$ cat src/rtl/opfetch_pkg.sv
// Shared widths, types and helpers for the operand fetch stage and its scoreboard.
// Widths here must match the 8x16 register file this stage reads from.
package opfetch_pkg;

  localparam int DATA_W = 16;
  localparam int REG_AW = 3;
  localparam int NREG   = 2 ** REG_AW;
  localparam int CTRL_W = 8;

  typedef logic [DATA_W-1:0] word_t;
  typedef logic [REG_AW-1:0] reg_addr_t;

  typedef struct packed {
    word_t             op0;
    word_t             op1;
    reg_addr_t         rd;
    logic              rd_we;
    logic [CTRL_W-1:0] ctrl;
  } opfetch_bundle_t;

  // True when the writeback snoop is writing register ra this cycle.
  function automatic logic wb_hits(input logic en, input reg_addr_t wa, input reg_addr_t ra);
    return en && (wa == ra);
  endfunction

endpackage

$ cat src/rtl/opfetch_scoreboard.sv
// Pending-write scoreboard: one bit per architectural register, set on issue of a
// writing instruction, cleared on writeback; a same-cycle set beats the clear.
module opfetch_scoreboard
  import opfetch_pkg::*;
(
  input  logic              clk,
  input  logic              rst,
  input  logic              i_set_en,
  input  logic [REG_AW-1:0] i_set_addr,
  input  logic              i_clr_en,
  input  logic [REG_AW-1:0] i_clr_addr,
  input  logic [REG_AW-1:0] i_q0_addr,
  input  logic [REG_AW-1:0] i_q1_addr,
  input  logic [REG_AW-1:0] i_qd_addr,
  output logic              o_busy0,
  output logic              o_busy1,
  output logic              o_busyd
);

  logic [NREG-1:0] r_pend;
  logic [NREG-1:0] w_pend_next;

  // Clear first, then set, so an issue to the register being written back stays pending.
  always_comb begin
    // NOTE: assigning the whole vector before any conditional update keeps this purely combinational (no latch).
    w_pend_next = r_pend;
    if (i_clr_en) w_pend_next[i_clr_addr] = 1'b0;
    if (i_set_en) w_pend_next[i_set_addr] = 1'b1;
  end

  always_ff @(posedge clk or posedge rst) begin
    // NOTE: state registers use non-blocking assignment so every flop samples pre-edge values.
    if (rst) r_pend <= '0;
    else     r_pend <= w_pend_next;
  end

  assign o_busy0 = r_pend[i_q0_addr];
  assign o_busy1 = r_pend[i_q1_addr];
  assign o_busyd = r_pend[i_qd_addr];

endmodule

$ cat src/rtl/operand_fetch.sv
// Operand fetch: reads two regfile ports, resolves RAW/WAW hazards via the scoreboard,
// and registers one operand bundle for execute. `OPFETCH_BYPASS_EN enables writeback forwarding.
module operand_fetch
  import opfetch_pkg::*;
(
  input  logic              clk,
  input  logic              rst,
  input  logic              in_valid,
  output logic              in_ready,
  input  logic [REG_AW-1:0] in_rs0,
  input  logic [REG_AW-1:0] in_rs1,
  input  logic [REG_AW-1:0] in_rd,
  input  logic              in_rd_we,
  input  logic [CTRL_W-1:0] in_ctrl,
  output logic [REG_AW-1:0] rf_rd0_addr,
  output logic [REG_AW-1:0] rf_rd1_addr,
  input  logic [DATA_W-1:0] rf_rd0_data,
  input  logic [DATA_W-1:0] rf_rd1_data,
  input  logic              wb_en,
  input  logic [REG_AW-1:0] wb_addr,
  input  logic [DATA_W-1:0] wb_data,
  output logic              out_valid,
  input  logic              out_ready,
  output logic [DATA_W-1:0] out_op0,
  output logic [DATA_W-1:0] out_op1,
  output logic [REG_AW-1:0] out_rd,
  output logic              out_rd_we,
  output logic [CTRL_W-1:0] out_ctrl
);

  logic            w_busy0, w_busy1, w_busyd;
  logic            w_haz0, w_haz1, w_hazd;
  logic            w_stall, w_accept;
  word_t           w_op0, w_op1;
  opfetch_bundle_t w_bundle_next;
  opfetch_bundle_t r_bundle;
  logic            r_out_valid;

  assign rf_rd0_addr = in_rs0;
  assign rf_rd1_addr = in_rs1;

  opfetch_scoreboard u_sb (
    .clk        (clk),
    .rst        (rst),
    .i_set_en   (w_accept && in_rd_we),
    .i_set_addr (in_rd),
    .i_clr_en   (wb_en),
    .i_clr_addr (wb_addr),
    .i_q0_addr  (in_rs0),
    .i_q1_addr  (in_rs1),
    .i_qd_addr  (in_rd),
    .o_busy0    (w_busy0),
    .o_busy1    (w_busy1),
    .o_busyd    (w_busyd)
  );

`ifdef OPFETCH_BYPASS_EN
  logic w_hit0, w_hit1, w_hitd;

  assign w_hit0 = wb_hits(wb_en, wb_addr, in_rs0);
  assign w_hit1 = wb_hits(wb_en, wb_addr, in_rs1);
  assign w_hitd = wb_hits(wb_en, wb_addr, in_rd);

  // A writeback landing this cycle satisfies the dependency, so it is not a hazard.
  assign w_haz0 = w_busy0 && !w_hit0;
  assign w_haz1 = w_busy1 && !w_hit1;
  assign w_hazd = in_rd_we && w_busyd && !w_hitd;

  assign w_op0 = w_hit0 ? wb_data : rf_rd0_data;
  assign w_op1 = w_hit1 ? wb_data : rf_rd1_data;
`else
  logic w_unused_wb_data;

  // Without forwarding the instruction waits until the regfile holds the new value.
  assign w_haz0 = w_busy0;
  assign w_haz1 = w_busy1;
  assign w_hazd = in_rd_we && w_busyd;

  assign w_op0 = rf_rd0_data;
  assign w_op1 = rf_rd1_data;

  assign w_unused_wb_data = ^wb_data;
`endif

  assign w_stall  = w_haz0 || w_haz1 || w_hazd;
  assign in_ready = !w_stall && (!r_out_valid || out_ready);
  assign w_accept = in_valid && in_ready;

  always_comb begin
    w_bundle_next       = '0;
    w_bundle_next.op0   = w_op0;
    w_bundle_next.op1   = w_op1;
    w_bundle_next.rd    = in_rd;
    w_bundle_next.rd_we = in_rd_we;
    w_bundle_next.ctrl  = in_ctrl;
  end

  // The bundle only loads on accept, so it holds while execute back-pressures.
  always_ff @(posedge clk or posedge rst) begin
    if (rst) begin
      r_out_valid <= 1'b0;
      r_bundle    <= '0;
    end else if (w_accept) begin
      r_out_valid <= 1'b1;
      r_bundle    <= w_bundle_next;
    end else if (out_ready) begin
      r_out_valid <= 1'b0;
    end
  end

  assign out_valid = r_out_valid;
  assign out_op0   = r_bundle.op0;
  assign out_op1   = r_bundle.op1;
  assign out_rd    = r_bundle.rd;
  assign out_rd_we = r_bundle.rd_we;
  assign out_ctrl  = r_bundle.ctrl;

endmodule

$ cat config.mk
export PLATFORM = sky130hd
export DESIGN_NAME = operand_fetch
export DESIGN_NICKNAME = d
export VERILOG_FILES = /design/src/rtl/opfetch_pkg.sv /design/src/rtl/opfetch_scoreboard.sv /design/src/rtl/operand_fetch.sv
export SDC_FILE = /design/constraint.sdc
export NUM_CORES = 1
export LEC_CHECK = 0
export CELL_PAD_IN_SITES_DETAIL_PLACEMENT = 1
export CELL_PAD_IN_SITES_GLOBAL_PLACEMENT = 1
export CORE_ASPECT_RATIO = 1.1
export CORE_MARGIN = 2
export CORE_UTILIZATION = 47
export DETAILED_ROUTE_END_ITERATION = 7
export DONT_BUFFER_PORTS = 1
export GPL_ROUTABILITY_DRIVEN = 0
export HOLD_SLACK_MARGIN = 0.1
export PLACE_DENSITY = 0.88
export SLEW_MARGIN = 40
export SYNTH_ARGS = -nofsm -noshare
export SYNTH_HDL_FRONTEND = slang
export SYNTH_SLANG_ARGS = --single-unit
$ cat constraint.sdc
create_clock -name clk -period 2.4 [get_ports clk]
set_input_delay 0.48 -clock clk [delete_from_list [all_inputs] [get_ports clk]]
set_output_delay 0.48 -clock clk [all_outputs]
set_load 0.005 [all_outputs]
# After elaboration in Yosys (flattened, before gate mapping)
# Index checks and enable logic that the tools add are counted.
# totals
in_bits	74
rom_bits	0
elab_cells	42
memories	0
ff_bits	53
latch_bits	0
mem_bits_rw	0
# classes
eq_ne	0
n_bitwise	3
addsub	0
magnitude_cmp	6
n_reduce_logical	12
n_div	0
shifts	0
mul	0
mux	14
# ops
cell	count
$lt A3 B4 Y1 const B	4
$mux W8	2
$bmux W1 S3	3
$and A8 B8 Y8	1
$not A8 Y8	1
$or A8 B8 Y8	1
$mux W1	7
$demux W1 S3	2
$ge A3 B1 Y1 const B	2
$logic_and A1 B1 Y1	6
$logic_or A1 B1 Y1	3
$logic_not A1 Y1	2
$reduce_bool A2 Y1	1

# Depth between registers and ports, before layout
# Gate-level depths: netlist of run 1.
# depth
word_depth	9
mapped_depth	7

# Hierarchy
# From an unflattened synthesis of run 1, not the netlist that was laid out.
# hier_totals
cells_unflattened	147
hier_area_um2	2499.9
# by_module_without_submodules
mod	instances	area_each_um2	seq_area_each_um2	cells_each
operand_fetch	1	1923.1	1126.1	107
opfetch_scoreboard	1	576.8	200.2	40

# Least setup slack after synthesis of run 1
# OpenSTA, ideal clock, no wires.
# synth_timing
path_type	input to register
start	input port in_rd[1]
end	register r_bundle, in the netlist out_ctrl[0]
required_ns	2.272
path_stages	6
n_path_buf	1
arrival_time_ns	1.924
slack_ns	0.348
path_cell_list	or3b_2 > a21oi_1 > nor4_1 > nand4_1 > buf_2 > mux2_1
# synth_via
elab_chain_len	7
# synth_rtl
element	line_no	source
from (decl)	operand_fetch.sv:12	input logic [REG_AW-1:0] in_rd,
$bmux W1 S3	opfetch_scoreboard.sv:39	assign o_busyd = r_pend[i_qd_addr];
$mux W1 (implied by the code)	opfetch_scoreboard.sv:39	
$logic_and A1 B1 Y1	operand_fetch.sv:77	assign w_hazd = in_rd_we && w_busyd;
$logic_or A1 B1 Y1	operand_fetch.sv:85	assign w_stall = w_haz0 || w_haz1 || w_hazd;
$logic_not A1 Y1	operand_fetch.sv:86	assign in_ready = !w_stall && (!r_out_valid || out_ready);
$logic_and A1 B1 Y1	operand_fetch.sv:86	
$logic_and A1 B1 Y1	operand_fetch.sv:87	assign w_accept = in_valid && in_ready;
to (signal assigned)	operand_fetch.sv:105	r_bundle <= w_bundle_next;
to (decl)	operand_fetch.sv:36	opfetch_bundle_t r_bundle;
# Every way passes these cells. The select of a mux whose other input is x is not followed.
# A chain may end at the register's enable or synchronous reset.

# Worst setup path after layout of run 1
# layout_timing
start	register u_sb.r_pend[7]
end	output port in_ready
# layout_via
elab_chain_len	6
# layout_rtl
element	line_no	source
from (decl)	opfetch_scoreboard.sv:20	logic [NREG-1:0] r_pend;
from (signal assigned)	opfetch_scoreboard.sv:34	else r_pend <= w_pend_next;
$bmux W1 S3 (on tied branches)	opfetch_scoreboard.sv:37, opfetch_scoreboard.sv:38, opfetch_scoreboard.sv:39	
$mux W1 (on tied branches)	opfetch_scoreboard.sv:37, opfetch_scoreboard.sv:38, opfetch_scoreboard.sv:39	
$logic_or A1 B1 Y1 or $logic_and A1 B1 Y1 (tied branches)	operand_fetch.sv:85, operand_fetch.sv:77	
$logic_or A1 B1 Y1 (*)	operand_fetch.sv:85	
$logic_not A1 Y1 (*)	operand_fetch.sv:86	
$logic_and A1 B1 Y1 (*)	operand_fetch.sv:86	
to (decl)	operand_fetch.sv:9	output logic in_ready,
# Every way passes the cells marked *; elsewhere a longest branch is shown, timed or not. The select of a mux whose other input is x is not followed.

==> results of run 1 <==
power groups by stage:
stage          clock, mW  sequential [mW]  combinational [mW]
3_3_place_gp           0             1.68               0.637
5_1_grt            0.557             1.75               0.765
6_report           0.502             1.69               0.691
4_1_cts            0.521             1.70               0.708
2_1_floorplan          0             1.58               0.592
3_5_place_dp           0             1.71               0.707
state kept, by name, indices dropped and copies added, names as in the netlist:
name / cells
out_op0: 16
out_op1: 16
out_ctrl: 8
u_sb.r_pend: 8
out_rd: 3
out_rd_we: 1
out_valid: 1
final timing paths:
| check | endpoint | slack, ns | depth (start not counted) |
|---|---|---|---|
| worst max-delay path | in_ready | 0.32 | 3 |
| worst min-delay path | u_sb.r_pend[0] | 0.28 | 1 |
| worst max register to register | out_rd[0] | 0.36 | 6 |
| worst min register to register | out_op0[11] | 0.53 | 1 |
| max in group asynchronous | out_valid | 1.23 | 3 |
| min in group asynchronous | out_ctrl[4] | 0.60 | 2 |
worst max-delay path: cells and delay by family, from the launching register on:
family / cells / cell delay [ns]
simple gates: 1 / 0.20
mux: 2 / 0.67
flops: 1 / 0.42
metal layers:
layer / GRT usage / vias to the layer above
met5: 0 / -
met4: 0.04906 / 0
met3: 0.06623 / 12
met2: 0.3159 / 87
met1: 0.1993 / 689
li1: - / 586
through the flow:
| step | util | hold WS (ns) | total power, mW | std cells |
|---|---|---|---|---|
| after floorplan | - | 0.4841 | 2.174 | 165 |
| after global placement | 0.4968 | 0.3369 | 2.318 | 211 |
| after detailed placement | 0.4968 | 0.3537 | 2.415 | 211 |
| after CTS | 0.5190 | 0.2741 | 2.925 | 220 |
| after global routing | 0.5190 | 0.2650 | 3.069 | 220 |
| final | 0.5190 | 0.2836 | 2.878 | 220 |
repair_timing:
item | 4_1_cts | 5_1_grt
endpoints found under the hold margin | 16 | 0
resized for setup | 0 | 0
buffers inserted | 0 | 0
setup endpoints to repair | 0 | 0
hold buffers | 1 | 0
logic make-up (layout without fill, tap and decap cells):
| logic type | after synthesis | count (layout) | share of synthesized area |
|---|---|---|---|
| and+or+nand+nor | 24 | 24 | 0.06087 |
| DFF | 53 | 53 | 0.5761 |
| buffers and inverters | 14 | 13 | 0.03641 |
| AOI/OAI and AO/OA | 21 | 21 | 0.06087 |
| muxes | 53 | 53 | 0.2658 |
synthesized netlist by cell type:
master     n  area [µm²]
nand4_1    1       6.260
dfrtp_1   53        1326
nor4_1     1       6.260
buf_2      7       35.03
mux2i_1    6       60.06
buf_4      6       45.04
nor3_1     1       5.000
o21ai_0    7       35.03
mux2_2     4       45.04
mux2_1    41       461.7
nand3_1    2       10.01
nand3b_1   2       15.01
o41ai_1    2       17.52
a21oi_1    2       10.01
o31ai_1    8       60.06
nand2_1    5       18.77
mux4_2     2       45.04
inv_1      1       3.750
a311oi_1   1       8.760
or3b_2     1       8.760
and3_1     1       6.260
o32ai_1    1       8.760
nor3b_1    1       7.510
nand2b_1   9       56.30
placed cells by master (no fill, tap or decap):
cell           instances
a21oi_1                2
a311oi_1               1
and3_1                 1
buf_12                 1
buf_4                  2
clkbuf_8               5
clkinv_4               1
clkinvlp_4             1
dfrtp_1               53
dlygate4sd3_1          1
inv_2                  1
inv_6                  1
mux2_1                41
mux2_2                 4
mux2i_1                6
mux4_2                 2
nand2_1                5
nand2b_1               9
nand3_1                2
nand3b_1               2
nand4_1                1
nor3_1                 1
nor3b_1                1
nor4_1                 1
o21ai_0                7
o31ai_1                8
o32ai_1                1
o41ai_1                2
or3b_2                 1
area by class of cell:
| cell class | count | area (µm²) |
|---|---|---|
| multi-input cells | 98 | 892.1 |
| inverters | 1 | 3.754 |
| fillers | 479 | 2253 |
| clock buffers | 5 | 68.82 |
| well taps | 56 | 70.07 |
| repair buffers | 4 | 45.04 |
| clock inverters | 3 | 25.02 |
| flip-flops and latches | 53 | 1326 |
==> results by group, run 1 <==
Placed design
  – Placed wire-length estimate: 3705 µm
  – Dpl ws: 0.2821 ns
  – DP Area: 2327 µm²
  – Buffers on Ports: 0

STA
  – Setup_tns: 0 ns
  – Unrepaired setup endpoints after global routing: false
  – Worst-Margin Slew: 0.3478 ns
  – Final period util: 0.8656
  – Final max-slew violation count: 0
  – Final min period: 2.077 ns
  – Max_slew headroom: 0.7678
  – Final hold vios: 0
  – Setup Skew: 0.01012 ns
  – Final setup fails: 0
  – Setup ws final: 0.3226 ns
  – Max frequency: 0.4814 GHz

Clocking
  – CTS Sinks: 53
  – CTS tree: built
  – CTS Buffer Depth: 2
  – H-tree levels: 2
  – Clk_lat worst skew: 0.30 ns
  – Clock root cell: clkbuf_8
  – CTS buffer count: 5
  – Clk slew on worst S/H paths: 0.09 ns

Floorplan
  – Core Area: 4684 µm²
  – Initial core utilization: 0.4915
  – Rows: 26
  – Die footprint: 5475 µm²
  – Die Height: 77.41 µm
  – Die width: 70.73 µm
  – Ports: 126

Route
  – Wirelength, routed: 4816 µm
  – DRT Pass-1 Iters: 4
  – Met3 wire length: 473 µm
  – Routed len/inst: 21.89 µm
  – Top routing layer in use: met4
  – M1 wire length: 1665 µm
  – Post-route DRC: 0
  – Antenna Violating Nets Remaining: 0
  – 1st-iter DRT viols: 65
  – Wire length on met2: 2592 µm
  – Via Count: 1374
  – Vias/cell: 6.245

Flow run
  – Max-Cap Viols: 0

Finish
  – Finished Cell Area: 2431 µm²
  – Share of cells above drive strength 1: 0.1159
  – Final nets: 237
  – Ant diodes: 0
  – Area Growth Syn to Fin: 5.598%

Worst hold path
  – Hold Startpoint: in_rd[1]
  – Min-delay worst type: in2reg

Critical path
  – Slowest stage delay, CP: 0.48 ns
  – Setup CP Type: reg2out
  – Critical Path Source Type: flop
  – Worst-path cell chain: mux4_2 > mux2i_1 > and3_1
  – CP max stage cell: mux4_2
  – Critical Path AT: 1.60 ns
  – Reg-to-Reg Start: u_sb.r_pend[0]
  – CP Capture Type: primary output
  – CP max FO: 4
  – Worst Path Required: 1.92 ns
  – Worst setup startpoint: u_sb.r_pend[7]

GRT
  – Largest net degree at the start of global routing: 54
  – Overall Global Routing Usage: 0.1781
  – Overflow after GRT: 0
  – Vias in the first global route: 1585
  – First-pass GRT wire length: 7721 µm
  – Initial antenna violation count: 0

Synthesis
  – Mapped Nets: 239
  – Post-Syn Area per Cell: 13.95 µm²
  – Synth warn: 0
  – Syn Std Cell Area: 2302 µm²
  – Synthesized flop and latch total: 53
  – Distinct cells, synth: 24
  – Post-synthesis sequential area ratio: 0.5761
  – Cells after Synth: 165

Power and ir drop
  – Int Pwr: 1.919 mW
  – Power density cells: 1184 nW/µm²
  – Logic pwr share: 0.240
  – Switch Pwr: 958.4 µW
  – Seq pwr share: 0.586
  – Clk pwr share: 0.174
  – Lkg Pwr: 1.008 nW
  – VDD IR max: 0.0005999 V
  – Switching share of power: 0.3330

Outcome
  – Outcome: completed
No activity file was read; power rests on OpenSTA's default activity.
==> run 2: changes to the inputs <==
- CAP_MARGIN: default -> 20
- CORE_ASPECT_RATIO: 1.1 -> default
- CORE_UTILIZATION: 47 -> 42
- PLACE_DENSITY: 0.88 -> 0.83
- clock period: 2.4 -> 1.8 ns (I/O delays scaled with it)
==> run 2 against run 1 <==
Compared with the run above: the run now ends with negative setup slack left; design area up 23%; clock skew down 0.0036 ns; sequential power up 35%; critical path depth up 5; die area up 11%; sequential share of layout area down 10 points; core utilization up 5.7 points; critical endpoint is now out_op1[14].
==> results by group, run 2 (synthesis results as in run 1) <==
GRT
  – Initial antenna violation count: 0
  – Overall Global Routing Usage: 0.2129
  – Largest net degree at the start of global routing: 33
  – Vias in the first global route: 1769
  – Overflow after GRT: 0
  – First-pass GRT wire length: 9798 µm

Route
  – Routed len/inst: 25.38 µm
  – DRT Pass-1 Iters: 4
  – Antenna Violating Nets Remaining: 0
  – Via Count: 1520
  – Wirelength, routed: 6522 µm
  – Post-route DRC: 0
  – Vias/cell: 5.914
  – 1st-iter DRT viols: 36

STA
  – Final hold vios: 0
  – Max frequency: 0.4853 GHz
  – Final setup fails: 53
  – Unrepaired setup endpoints after global routing: true
  – Max_slew headroom: 0.6695
  – Setup_tns: -12.12 ns
  – Final min period: 2.060 ns
  – Worst-Margin Slew: 0.4951 ns
  – Final max-slew violation count: 0
  – Final period util: 1.145
  – Setup Skew: 0.006559 ns
  – Setup ws final: -0.2605 ns

Floorplan
  – Die width: 78.04 µm
  – Ports: 126
  – Initial core utilization: 0.4423
  – Die Height: 78.04 µm
  – Rows: 26
  – Die footprint: 6089 µm²
  – Core Area: 5205 µm²

Finish
  – Area Growth Syn to Fin: 30.16%
  – Multi-input gate area: 1132 µm²
  – Share of cells above drive strength 1: 0.4920
  – FF+latch area: 1326 µm²
  – Commonest cells after routing, fill and taps aside: dfrtp_1, mux2_4, buf_4
  – Final nets: 260
  – Fillers: 488
  – Ant diodes: 0
  – Core Util, Final: 0.5757
  – Most common cell after layout, fill and taps aside: dfrtp_1

Outcome
  – Outcome: finished, violations left
  – Violated checks: negative setup slack

Critical path
  – Setup CP Type: reg2reg
  – Critical Path AT: 2.25 ns
  – Critical Path Source Type: flop
  – Worst Path Required: 1.99 ns
  – CP bufs+invs: 3
  – Crit path max-delay family: buffers and inverters
  – CP max stage cell: dfrtp_1
  – CP Capture Type: flop
  – CP max FO: 8
  – Worst-path cell chain: buf_4 > mux2i_1 > nor3b_1 > a311oi_2 > nand4_1 > buf_6 > clkbuf_16 > mux2_4
  – Slowest stage delay, CP: 0.40 ns

Clocking
  – CTS buffer count: 5
  – CTS Buffer Depth: 2
  – H-tree levels: 2
  – CTS Sinks: 53
  – Clk_lat worst skew: 0.30 ns
  – Clk slew on worst S/H paths: 0.09 ns
  – CTS tree: built
  – Clock root cell: clkbuf_8

Placed design
  – Placed wire-length estimate: 4062 µm
  – Buffers on Ports: 0

Power and ir drop
  – Power density cells: 1648 nW/µm²
  – Lkg Pwr: 1.393 nW
  – VDD IR max: 0.0008140 V

Worst hold path
  – Min-delay worst type: in2reg

Flow run
  – Max-Cap Viols: 0
[run 2: cell types whose count changed in the layout (fill, tap and decap cells not counted), moves of 4 or more]
| cell | change |
|---|---|
| mux2_4 | +37 |
| buf_4 | +13 |
| mux2_1 | -37 |
| o31ai_2 | +4 |
| o31ai_1 | -6 |
| clkbuf_16 | +4 |
[run 2: per-layer routing]
layer	routed length [µm]	global-route usage
met1	2271	0.2144
met2	3637	0.3983
met3	479	0.07356
met4	134	0.08596
met5	0	0
[run 2: final cells by class]
class / instances / share of cell area
Tap cell: 70 / 0.02923
Multi-Input combinational cell: 98 / 0.3779
Sequential cell: 53 / 0.4426
Clock buffer: 5 / 0.02296
Inverter: 1 / 0.001253
Clock inverter: 3 / 0.005846
Timing Repair Buffer: 27 / 0.1203
[run 2: stage by stage]
stage          cell area [µm²]  setup WS (ns)  instances  hold slack, ns  power, mW
2_1_floorplan             2312        -0.1218        165          0.4841      2.918
3_3_place_gp              2410        -0.1611        232          0.2814      3.170
3_5_place_dp              2410        -0.4189        232          0.3006      3.310
4_1_cts                   2840        -0.2506        250          0.1354      4.678
5_1_grt                   2997        -0.3385        257          0.1376      5.211
6_report                  2997        -0.2605        257          0.1475      4.939
[run 2: final timing paths]
check	slack [ns]	to	cells after the start	startpoint
setup reg to reg	-0.26	out_op1[14]	8	u_sb.r_pend[1]
hold / removal	0.15	u_sb.r_pend[4]	1	in_rd[0]
hold reg to reg	0.54	out_op1[1]	1	out_op1[1]
setup / recovery	-0.26	out_op1[14]	8	u_sb.r_pend[1]
max in group asynchronous	0.73	out_op1[4]	3	rst
min in group asynchronous	0.54	out_rd[0]	2	rst
[run 2: power breakdown]
| part | switching (mW) | internal, mW |
|---|---|---|
| sequential | 0.515 | 1.77 |
| clock | 0.373 | 0.269 |
| combinational | 0.682 | 1.33 |
[run 2: what timing repair did]
| item | 4_1_cts | 5_1_grt |
|---|---|---|
| pin swaps | 2 | 3 |
| setup buffers | 7 | 3 |
| endpoints found under the hold margin | 21 | 0 |
| hold buffers | 1 | 0 |
| resized for setup | 54 | 8 |
| setup endpoints to repair | 54 | 54 |
| cloned | 2 | 4 |
==> run 3: changes to the inputs <==
- CORE_UTILIZATION: 42 -> 47
- PLACE_DENSITY: 0.83 -> 0.88
- SETUP_SLACK_MARGIN: default -> 0.1
- clock period: 1.8 -> 2.1 ns (I/O delays scaled with it)
==> run 3 against run 2 <==
Compared with the run above: the run now ends clean; non-clock buffer count fell by 12; sequential power fell by 14%; cell count fell by 6.2%; hold slack improved by 0.074 ns; power fell by 15%; global-route usage fell by 0.59 points; sequential share of layout area rose by 1.2 points.
==> results by group, run 3 (synthesis results as in run 1) <==
Clocking
  – H-tree levels: 2
  – CTS Sinks: 53
  – Clk_lat worst skew: 0.29 ns
  – CTS tree: built
  – CTS buffer count: 5
  – CTS Buffer Depth: 2
  – Clk slew on worst S/H paths: 0.09 ns
  – Clock root cell: clkbuf_8

STA
  – Final setup fails: 0
  – Max_slew headroom: 0.6959
  – Final period util: 0.9894
  – Setup Skew: 0.005703 ns
  – Final hold vios: 0
  – Unrepaired setup endpoints after global routing: true
  – Final min period: 2.078 ns
  – Final max-slew violation count: 0
  – Worst-Margin Slew: 0.4513 ns
  – Max frequency: 0.4813 GHz

Route
  – Routed len/inst: 24.98 µm
  – Antenna Violating Nets Remaining: 0
  – Wirelength, routed: 6019 µm
  – 1st-iter DRT viols: 52
  – Vias/cell: 5.975
  – Post-route DRC: 0
  – DRT Pass-1 Iters: 4
  – Via Count: 1440

Finish
  – Finished Cell Area: 2918 µm²
  – Commonest cells after routing, fill and taps aside: dfrtp_1, mux2_4, nand2b_1
  – FF+latch area: 1326 µm²
  – Area Growth Syn to Fin: 26.74%
  – Share of cells above drive strength 1: 0.4425
  – Fillers: 435
  – Ant diodes: 0
  – Multi-input gate area: 1132 µm²
  – Final nets: 248
  – Fin cells: 241
  – Most common cell after layout, fill and taps aside: dfrtp_1

Critical path
  – Reg-to-Reg Start: u_sb.r_pend[5]
  – R2r setup slk: 0.02 ns
  – Worst Path Required: 2.28 ns
  – Crit path max-delay family: multiplexers
  – Setup CP Type: reg2reg
  – Worst-path cell chain: mux4_2 > mux2i_4 > nand4_1 > buf_12 > clkbuf_16 > mux2_4
  – CP Capture Type: flop
  – CP max stage cell: mux4_2
  – Critical Path AT: 2.26 ns
  – CP max FO: 9
  – Slowest stage delay, CP: 0.52 ns
  – Worst reg-to-reg path cell count: 6
  – Worst r2r dst: out_op1[8]
  – CP bufs+invs: 2
  – Critical Path Source Type: flop

Power and ir drop
  – Seq pwr share: 0.467
  – Logic pwr share: 0.398
  – Int Pwr: 2.875 mW
  – Switching share of power: 0.3146
  – Switch Pwr: 1.320 mW
  – VDD IR max: 0.0007630 V
  – Power density cells: 1438 nW/µm²
  – Lkg Pwr: 1.348 nW
  – Total power draw: 4.195 mW
  – Clk pwr share: 0.135

Floorplan
  – Rows: 25
  – Core Area: 4723 µm²
  – Ports: 126
  – Die width: 73.99 µm
  – Die footprint: 5474 µm²
  – Die Height: 73.99 µm
  – Initial core utilization: 0.4874

Worst hold path
  – Hold Startpoint: in_rd[0]
  – WHS Endpoint: u_sb.r_pend[0]
  – Hold Crit Depth: 1
  – Min-delay worst type: in2reg

GRT
  – Vias in the first global route: 1583
  – Overflow after GRT: 0
  – Largest net degree at the start of global routing: 54
  – Overall Global Routing Usage: 0.2070
  – First-pass GRT wire length: 8211 µm
  – Initial antenna violation count: 0

Placed design
  – DP Area: 2361 µm²
  – Placed wire-length estimate: 3673 µm
  – Placed cells: 223
  – Buffers on Ports: 0

Flow run
  – Max-Cap Viols: 0

Outcome
  – Outcome: completed
[run 3: metal layers]
metal,track usage,share of wire
met4,0.06869,0.0075
met1,0.2262,0.37
met5,0,0
met3,0.08537,0.081
met2,0.3651,0.54
[run 3: power groups by stage]
stage / combinational, mW / sequential [mW] / clock, mW
floorplan: 0.676 / 1.81 / 0
global placement: 0.737 / 1.93 / 0
detailed placement: 0.828 / 1.96 / 0
CTS: 1.15 / 1.94 / 0.576
global route: 1.77 / 2.02 / 0.633
finish: 1.67 / 1.96 / 0.567
[run 3: final cells by class]
class                   count  share of cell area
multi-input cells          98              0.3881
repair buffers             15             0.09648
inverters                   1            0.001286
clock buffers               6             0.02830
well taps                  67             0.02873
flip-flops and latches     53              0.4545
clock inverters             1            0.002573
[run 3: worst max path at each step]
| stage | startpoint | endpoint | slack (ns) | depth (start not counted) |
|---|---|---|---|---|
| finish | u_sb.r_pend[5] | out_op1[8] | 0.02 | 6 |
| global route | u_sb.r_pend[6] | out_op1[8] | -0.02 | 6 |
| CTS | u_sb.r_pend[6] | in_ready | 0.04 | 3 |
| detailed placement | in_rs1[1] | out_ctrl[4] | -0.04 | 5 |
| global placement | in_rd[1] | out_ctrl[3] | 0.1 | 6 |
| floorplan | in_rd[1] | out_ctrl[0] | 0.11 | 6 |
[run 3: repair_timing]
item	in CTS	in global routing
endpoints found under the hold margin	53	0
setup buffers	3	0
pin swaps	1	1
hold buffers	1	0
endpoints found under the setup margin	51	53
cloned	3	4
resized for setup	19	44
[run 3: stage by stage]
| stage | setup TNS, ns | setup slack [ns] | hold slack (ns) | utilization |
|---|---|---|---|---|
| 6_report | 0 | 0.02222 | 0.2216 | 0.6177 |
| 2_1_floorplan | 0 | 0.1079 | 0.4841 | - |
| 3_5_place_dp | -0.5576 | -0.04206 | 0.3800 | 0.4999 |
| 5_1_grt | -0.1687 | -0.02188 | 0.1984 | 0.6177 |
| 4_1_cts | 0 | 0.04357 | 0.2144 | 0.5571 |
| 3_3_place_gp | 0 | 0.09937 | 0.3644 | 0.4999 |
